===== src/rtl/axis_pkg.sv =====
// Shared AXI4-Stream types for the egress path: beat word, TX state enum, counter widths.
package axis_pkg;

  localparam int unsigned DATA_W     = 64;
  localparam int unsigned USER_W     = 128;
  localparam int unsigned PKT_CNT_W  = 32;
  localparam int unsigned BEAT_CNT_W = 16;

  typedef struct packed {
    logic [DATA_W-1:0]   tdata;
    logic [DATA_W/8-1:0] tkeep;
    logic [USER_W-1:0]   tuser;
    logic                tlast;
  } axis_word_t;

  typedef enum logic {
    TX_IDLE,
    TX_SEND
  } tx_state_e;

endpackage


===== src/rtl/axis_pkt_counter.sv =====
// Pending-packet up/down counter: saturates at max_cnt with a sticky overflow flag,
// and a decrement at zero holds zero.
module axis_pkt_counter #(
  parameter int unsigned max_cnt = 8,
  localparam int unsigned CNT_W  = $clog2(max_cnt + 1)
) (
  input  logic             aclk,
  input  logic             aresetn,
  input  logic             inc,
  input  logic             dec,
  output logic [CNT_W-1:0] count,
  output logic             ovf
);

  localparam logic [CNT_W-1:0] CNT_MAX = CNT_W'(max_cnt);

  always_ff @(posedge aclk or negedge aresetn) begin
    if (!aresetn) begin
      count <= '0;
      ovf   <= 1'b0;
    end else begin
      unique case ({inc, dec})
        2'b10: begin
          if (count == CNT_MAX) ovf <= 1'b1;
          else                  count <= count + CNT_W'(1);
        end
        2'b01: begin
          if (count != '0) count <= count - CNT_W'(1);
        end
        default: ;
      endcase
    end
  end

endmodule


===== src/rtl/axis_egress_tx.sv =====
// FIFO-to-AXIS transmitter with registered output stage and store-and-forward gating.
// Define AXIS_TX_CUT_THROUGH_EN to start transmitting as soon as the FIFO is non-empty.
module axis_egress_tx
  import axis_pkg::*;
#(
  parameter int unsigned data_width = 64,
  parameter int unsigned data_user  = 128,
  parameter int unsigned max_pkts   = 8
) (
  input  logic                    aclk,
  input  logic                    aresetn,
  output logic                    fifo_rd_en,
  input  axis_word_t              fifo_rd_data,
  input  logic                    fifo_empty,
  input  logic                    pkt_commit,
  output logic [data_width-1:0]   m_axis_tdata,
  output logic [data_width/8-1:0] m_axis_tkeep,
  output logic [data_user-1:0]    m_axis_tuser,
  output logic                    m_axis_tlast,
  output logic                    m_axis_tvalid,
  input  logic                    m_axis_tready,
  output logic                    busy,
  output logic [PKT_CNT_W-1:0]    pkts_sent,
  output logic [BEAT_CNT_W-1:0]   beat_cnt,
  output logic                    pend_ovf
);

  localparam int unsigned PEND_W = $clog2(max_pkts + 1);

  tx_state_e         state;
  axis_word_t        out_word;
  logic              can_pop;
  logic              pop_last;
  logic              hs;
  logic [PEND_W-1:0] pend;

`ifdef AXIS_TX_CUT_THROUGH_EN
  assign can_pop = 1'b1;
`else
  assign can_pop = (state == TX_SEND) || (pend != '0);
`endif

  assign fifo_rd_en = aresetn && can_pop && !fifo_empty && (!m_axis_tvalid || m_axis_tready);
  assign pop_last   = fifo_rd_en && fifo_rd_data.tlast;
  assign hs         = m_axis_tvalid && m_axis_tready;

  axis_pkt_counter #(
    .max_cnt (max_pkts)
  ) u_pend (
    .aclk    (aclk),
    .aresetn (aresetn),
    .inc     (pkt_commit),
    .dec     (pop_last),
    .count   (pend),
    .ovf     (pend_ovf)
  );

  // Output stage: a pop always refills the register, so back-to-back beats never bubble.
  always_ff @(posedge aclk or negedge aresetn) begin
    if (!aresetn) begin
      out_word      <= '0;
      m_axis_tvalid <= 1'b0;
    end else if (fifo_rd_en) begin
      out_word      <= fifo_rd_data;
      m_axis_tvalid <= 1'b1;
    end else if (hs) begin
      m_axis_tvalid <= 1'b0;
    end
  end

  assign m_axis_tdata = out_word.tdata;
  assign m_axis_tkeep = out_word.tkeep;
  assign m_axis_tuser = out_word.tuser;
  assign m_axis_tlast = out_word.tlast;

  always_ff @(posedge aclk or negedge aresetn) begin
    if (!aresetn) begin
      state <= TX_IDLE;
      busy  <= 1'b0;
    end else if (fifo_rd_en) begin
      if (fifo_rd_data.tlast) begin
        state <= TX_IDLE;
        busy  <= 1'b0;
      end else begin
        state <= TX_SEND;
        busy  <= 1'b1;
      end
    end
  end

  always_ff @(posedge aclk or negedge aresetn) begin
    if (!aresetn) begin
      pkts_sent <= '0;
      beat_cnt  <= '0;
    end else if (hs) begin
      if (m_axis_tlast) begin
        pkts_sent <= pkts_sent + PKT_CNT_W'(1);
        beat_cnt  <= '0;
      end else if (beat_cnt != '1) begin
        beat_cnt  <= beat_cnt + BEAT_CNT_W'(1);
      end
    end
  end

endmodule


===== config.mk =====
export PLATFORM = sky130hd
export DESIGN_NAME = axis_egress_tx
export DESIGN_NICKNAME = d
export VERILOG_FILES = /design/src/rtl/axis_pkg.sv /design/src/rtl/axis_pkt_counter.sv /design/src/rtl/axis_egress_tx.sv
export SDC_FILE = /design/constraint.sdc
export NUM_CORES = 1
export LEC_CHECK = 0
export BUFFER_PORTS_ARGS = -buffer_cell sky130_fd_sc_hd__buf_2
export CORE_MARGIN = 8
export CORE_UTILIZATION = 40
export DETAILED_ROUTE_END_ITERATION = 7
export GPL_TIMING_DRIVEN = 1
export PLACE_DENSITY_LB_ADDON = 0.12
export RECOVER_POWER = 100
export SETUP_SLACK_MARGIN = 0.05
export SYNTH_ARGS = -nofsm -noshare
export SYNTH_HDL_FRONTEND = slang
export SYNTH_SLANG_ARGS = --single-unit

===== constraint.sdc =====
create_clock -name aclk -period 4.8 [get_ports aclk]
set_clock_uncertainty 0.15 [all_clocks]
set_input_delay 0.24 -clock aclk [delete_from_list [all_inputs] [get_ports aclk]]
set_output_delay 0.24 -clock aclk [all_outputs]
set_load 0.02 [all_outputs]

; Word-level counts from Yosys, hierarchy flattened
; Index checks and enable logic that the tools add are counted.
[totals]
memories = 0
inputBits = 206
output_inout_bits = 253
ram_bits = 0
romBits = 0
latch_bits = 0
wordCells = 45
regBits = 256
[classes]
n_eq_ne = 6
magnitude_cmp = 0
n_bitwise = 0
div = 0
mul = 0
n_shift = 0
muxes = 8
add_sub_neg = 4
n_reduce_logical = 17
[ops]
columns = op, n
row1 = $add A32 B1 Y32 const B, 1
row2 = $mux W16, 2
row3 = $add A16 B1 Y16 const B, 1
row4 = $ne A16 B16 Y1 const B, 1
row5 = $mux W4, 2
row6 = $pmux W4 S2, 1
row7 = $reduce_and A2 Y1, 3
row8 = $reduce_bool A2 Y1, 3
row9 = $logic_and A1 B1 Y1, 5
row10 = $add A4 B1 Y4 const B, 1
row11 = $eq A4 B4 Y1 const B, 1
row12 = $ne A2 B2 Y1 const B, 2
row13 = $reduce_bool A4 Y1, 1
row14 = $sub A4 B1 Y4 const B, 1
row15 = $mux W1, 3
row16 = $reduce_and A3 Y1, 1
row17 = $eq A2 B1 Y1 const B, 1
row18 = $eq A2 B2 Y1 const B, 1
row19 = $logic_not A1 Y1, 2
row20 = $logic_or A1 B1 Y1, 2

; Depth between registers and ports, before layout
[depth]
word_depth = 9
depth_mapped = 8
ltp_nobuf = 8

; By module
; Synthesis repeated with hierarchy kept, for this count alone.
[hier_totals]
cells_unflattened = 1110
area_unflattened_um2 = 10475.0
[by_module_without_submodules]
columns = module, seq_area_each_um2, area_each_um2, n_inst, cells_each
row1 = axis_egress_tx, 6281.0, 10162.2, 1, 1083
row2 = axis_pkt_counter, 125.1, 312.8, 1, 27

; Worst setup path before layout
; OpenSTA, ideal clock, no wires.
[synth_timing]
kind = reg2reg
from = reg u_pend.count[3]
to = reg u_pend.count[2]
synth_period_minus_slack_ns = 2.626
t_arrival_ns = 2.397
setup_time_ns = 0.079
path_slack_ns = 2.174
n_path_buf = 0
path_stages_with_launch = 9
t_required_ns = 4.571
path_cell_list = dfrtp_1 or4_4 o2111ai_2 nor2_1 xor2_1 ha_1 or4_1 o21ai_2 xor2_1
[synth_between]
elab_chain_cells = 9
word_cells_on_any_way = 14
classes_between = 5 x eq/ne / 1 x mux / 8 x reduce/logical
[synth_lines]
columns = element, line
row1 = start: declaration, axis_pkt_counter.sv:11  ; output logic [CNT_W-1:0] count,
row2 = start signal: assignment, axis_pkt_counter.sv:25  ; else count <= count + CNT_W'(1);
row3 = start signal: assignment, axis_pkt_counter.sv:28  ; if (count != '0) count <= count - CNT_W'(1);
row4 = $reduce_bool A4 Y1, "axis_pkt_counter.sv:28, axis_egress_tx.sv:40"
row5 = $logic_or A1 B1 Y1, axis_egress_tx.sv:40  ; assign can_pop = (state == TX_SEND) || (pend != '0);
row6 = $logic_and A1 B1 Y1 (3 in a row), axis_egress_tx.sv:43  ; assign fifo_rd_en = aresetn && can_pop && !fifo_empty && (!m_axis_tvalid || m_axis_tready);
row7 = $logic_and A1 B1 Y1, axis_egress_tx.sv:44  ; assign pop_last = fifo_rd_en && fifo_rd_data.tlast;
row8 = $eq A2 B2 Y1 or $eq A2 B1 Y1 (tied branches), axis_pkt_counter.sv:22  ; unique case ({inc, dec})
row9 = $ne A2 B2 Y1 (no line) or $reduce_bool A2 Y1 (tied branches), n/a
row10 = $reduce_and A3 Y1 (no line), n/a
; Parallel ways exist; a longest one is shown, timed or not.
; A chain may end at the register's enable or synchronous reset.

; Worst setup path in the final report
[layout_timing]
from = reg u_pend.count[3]
to = reg out_word (netlist bit m_axis_tuser[58])
[layout_between]
elab_chain_cells = 5
[layout_lines]
columns = element, line
row1 = $reduce_bool A4 Y1, axis_egress_tx.sv:40
row2 = $logic_or A1 B1 Y1, axis_egress_tx.sv:40
row3 = $logic_and A1 B1 Y1 (3 in a row), axis_egress_tx.sv:43
row4 = end signal: assignment, axis_egress_tx.sv:64  ; out_word <= fifo_rd_data;
row5 = end: declaration, axis_egress_tx.sv:31  ; axis_word_t out_word;
; No other way between the ends.

==> impl_metrics.py <==
metrics = {
    "status": {
        "outcome": "finished, violations left",
        "violations": "hold timing, capacitance limit, slew limit",
    },
    "cts": {
        "postCtsHoldBufs": 205,
        "clock_latency_ns": 0.53,
        "clk_pin_slew_ns": 0.06,
        "cts.htree.levels": 1,
        "post_cts_buffers": 0,
        "numCtsBuffers": 29,
        "cts_tree": "built",
        "cts_sinks": 256,
        "cts_buffer_depth": 3,
        "cts-root-buf": "clkbuf_16",
        "cts_resized": 0,
    },
    "yosys": {
        "syn_inst": 1115,
        "synth_top_cells_by_area": "dfrtp_1, nand2_1, buf_4",
        "synth.top_cell.area_share_pct": 61.9,
        "ys.flop_type": "dfrtp_1",
        "synth_area_per_cell_um2": 9.28,
        "yosysWarnings": 0,
        "yosysMostFrequentCell": "nand2_1",
        "ys_async_sr_fraction_pct": 100,
        "syn_nets": 1324,
        "synth_edf_count": 0,
        "synth-seq-cells": 256,
        "syn_area_mm2": 0.0103,
        "synthTopCellsByCount": "nand2_1, dfrtp_1, buf_4, nor2_1, xnor2_1",
        "ys_types": 45,
        "ys_seq_area_share_pct": 61.9,
        "synth_top_area_cell": "dfrtp_1",
    },
    "timing": {
        "clock.fmax_mhz": 262,
        "worst_slack_ns": 0.986,
        "rsz0062_at_grt": "no",
        "slew-limit-headroom_pct": -37.2,
        "finalSetupViolCount": 0,
        "whs_ns": -0.0103,
        "fin_crit_sh_pct": 79.5,
        "finalMaxSlewViolations": 306,
        "hold_viol": 1,
        "max_slew.worst_pin.slew_ns": 2.06,
        "setup_tns_ns": 0,
        "layout_min_cycle_time_ns": 3.81,
    },
    "min_path": {
        "min-delay-start": "m_axis_tready",
        "hold_end": "pkts_sent[2]$_DFFE_PN0P_",
        "holdPathStages": 3,
        "hold_path_class": "input pin to flop",
    },
    "detailed_routing": {
        "drtPass1Iterations": 5,
        "antenna_left": 0,
        "drt_iter0_drc": 599,
        "via_count": 9906,
        "drt_wl_total_um": 35800,
        "post_drt_wl_per_cell_um": 16.9,
        "viasPerCell": 4.67,
        "remaining_drc_errors": 0,
    },
    "power": {
        "power_per_cell_area_mw_per_mm2": 465,
        "leakage_nw": 7.87,
        "ir_worst_vdd_v": 0.000306,
        "p_total_mw": 7.18,
    },
    "floorplan": {
        "die_area_mm2": 0.0313,
        "io_pins": 459,
        "core_area_mm2": 0.0258,
        "initial_core_util_pct": 40.2,
        "die_h_um": 177,
        "placementRows": 59,
        "die_x_um": 177,
    },
    "global_route": {
        "grt_pass1_wl_um": 56200,
        "antenna_found_initial": 1,
        "grtUsageTotal_pct": 22.2,
        "grt_max_degree": 149,
        "grt.overflow.total": 0,
        "grt_pass1_vias": 10300,
    },
    "final_layout": {
        "syn_to_final_growth_pct": 49.3,
        "fin_area_mm2": 0.0155,
        "layout.nets": 1974,
        "drive_gt1_share_pct": 14.8,
    },
    "setup_path": {
        "rr_worst_depth": 7,
        "path_max_fanout": 77,
        "end_kind": "flop",
        "crit_arrival_ns": 4.06,
        "cp-start-kind": "flop",
        "rr_startpoint": "u_pend.count[3]$_DFFE_PN0P_",
        "reg2reg_setup_slack_ns": 0.99,
        "worstPathRequired_ns": 5.05,
        "r2r_end": "m_axis_tuser[58]$_DFFE_PN0N_",
        "path_class": "flop to flop",
    },
    "place": {
        "place.detailed.hpwl_um": 24300,
        "portBuffers": 458,
        "post_dp_cell_area_mm2": 0.0128,
        "place_congestion": 0.809,
        "pre_cts_ws_ns": 1.74,
    },
    "run": {
        "maxCapViolCount": 3,
    },
}
[registers in the layout, indices dropped and copies added, names as in the netlist]
name	count
beat_cnt	16
m_axis_tdata	64
m_axis_tkeep	8
m_axis_tlast	1
m_axis_tuser	128
m_axis_tvalid	1
pkts_sent	32
state	1
u_pend.count	4
u_pend.ovf	1
[cells in the final DEF (no fill, tap or decap), types with 14 or more instances in the layout]
master and n:
buf_2 204, dfrtp_1 256, clkbuf_1 257, xnor2_1 28, nor3_1 14, dlygate4sd3_1 205
nor2_1 28, clkbuf_16 29, nand3_1 19, nand2_1 625
[power by group]
| group | switching (mW) | total (mW) | internal, mW |
|---|---|---|---|
| logic | 1.35 | 1.95 | 0.599 |
| clock network | 0.861 | 2.28 | 1.42 |
| registers | 0.329 | 2.96 | 2.63 |
| total | 2.54 | 7.18 | 4.64 |
[worst max-delay path: stages (launching register included)]
cell and delay (ns):
dfrtp_1 0.44, or4_1 0.60, o21ai_0 0.25, or2b_4 0.56, inv_6 0.38, clkbuf_2 0.84
nand2_1 0.31, nand2_1 0.11
[metrics by stage]
| step | instances | utilization [%] | hold WS [ns] |
|---|---|---|---|
| after detailed placement | 1864 | 49.7 | 0.00614 |
| after global placement | 1864 | 49.7 | 0.00736 |
| final | 2122 | 60.0 | -0.0103 |
| after global routing | 2122 | 60.0 | 0.00185 |
| after CTS | 2121 | 61.5 | 0.00469 |
| after floorplan | 1115 | - | -0.206 |
[layout make-up]
type	count	area, um2
repair buffers	669	4070
clock inverters	9	123
flip-flops and latches	256	6410
clock buffers	43	878
well taps	335	419
inverters	9	38.8
multi-input cells	800	3510
fillers	2290	10300
diodes	1	2.50
[metal layers]
metal	track usage, %	share of wire, %	routed length [um]
met5	0	0	0
met2	36.6	47	16800
met4	11.1	5.2	1850
met1	25.9	39	13800
met3	6.91	9.1	3240
[worst max-delay path by stage]
stage               slack, ns                         from                      endpoint
detailed placement       1.74  u_pend.count[3]$_DFFE_PN0P_   u_pend.count[2]$_DFFE_PN0P_
global route             0.65  u_pend.count[3]$_DFFE_PN0P_  m_axis_tuser[58]$_DFFE_PN0N_
CTS                      1.37  u_pend.count[3]$_DFFE_PN0P_                    fifo_rd_en
finish                   0.99  u_pend.count[3]$_DFFE_PN0P_  m_axis_tuser[58]$_DFFE_PN0N_
floorplan                2.17  u_pend.count[3]$_DFFE_PN0P_   u_pend.count[2]$_DFFE_PN0P_
global placement         1.79  u_pend.count[3]$_DFFE_PN0P_   u_pend.count[2]$_DFFE_PN0P_
[logic make-up after synthesis]
kind of cell	after synthesis	synth area share, %
muxes	3	0.326
and+or+nand+nor	732	28.6
AOI/OAI and AO/OA	21	1.57
xor gates and xnor gates	41	3.47
buffers and inverters	59	3.80
DFF	256	61.9
adders and majority gates	3	0.363
Note: power is estimated with default switching activity, not from simulation.
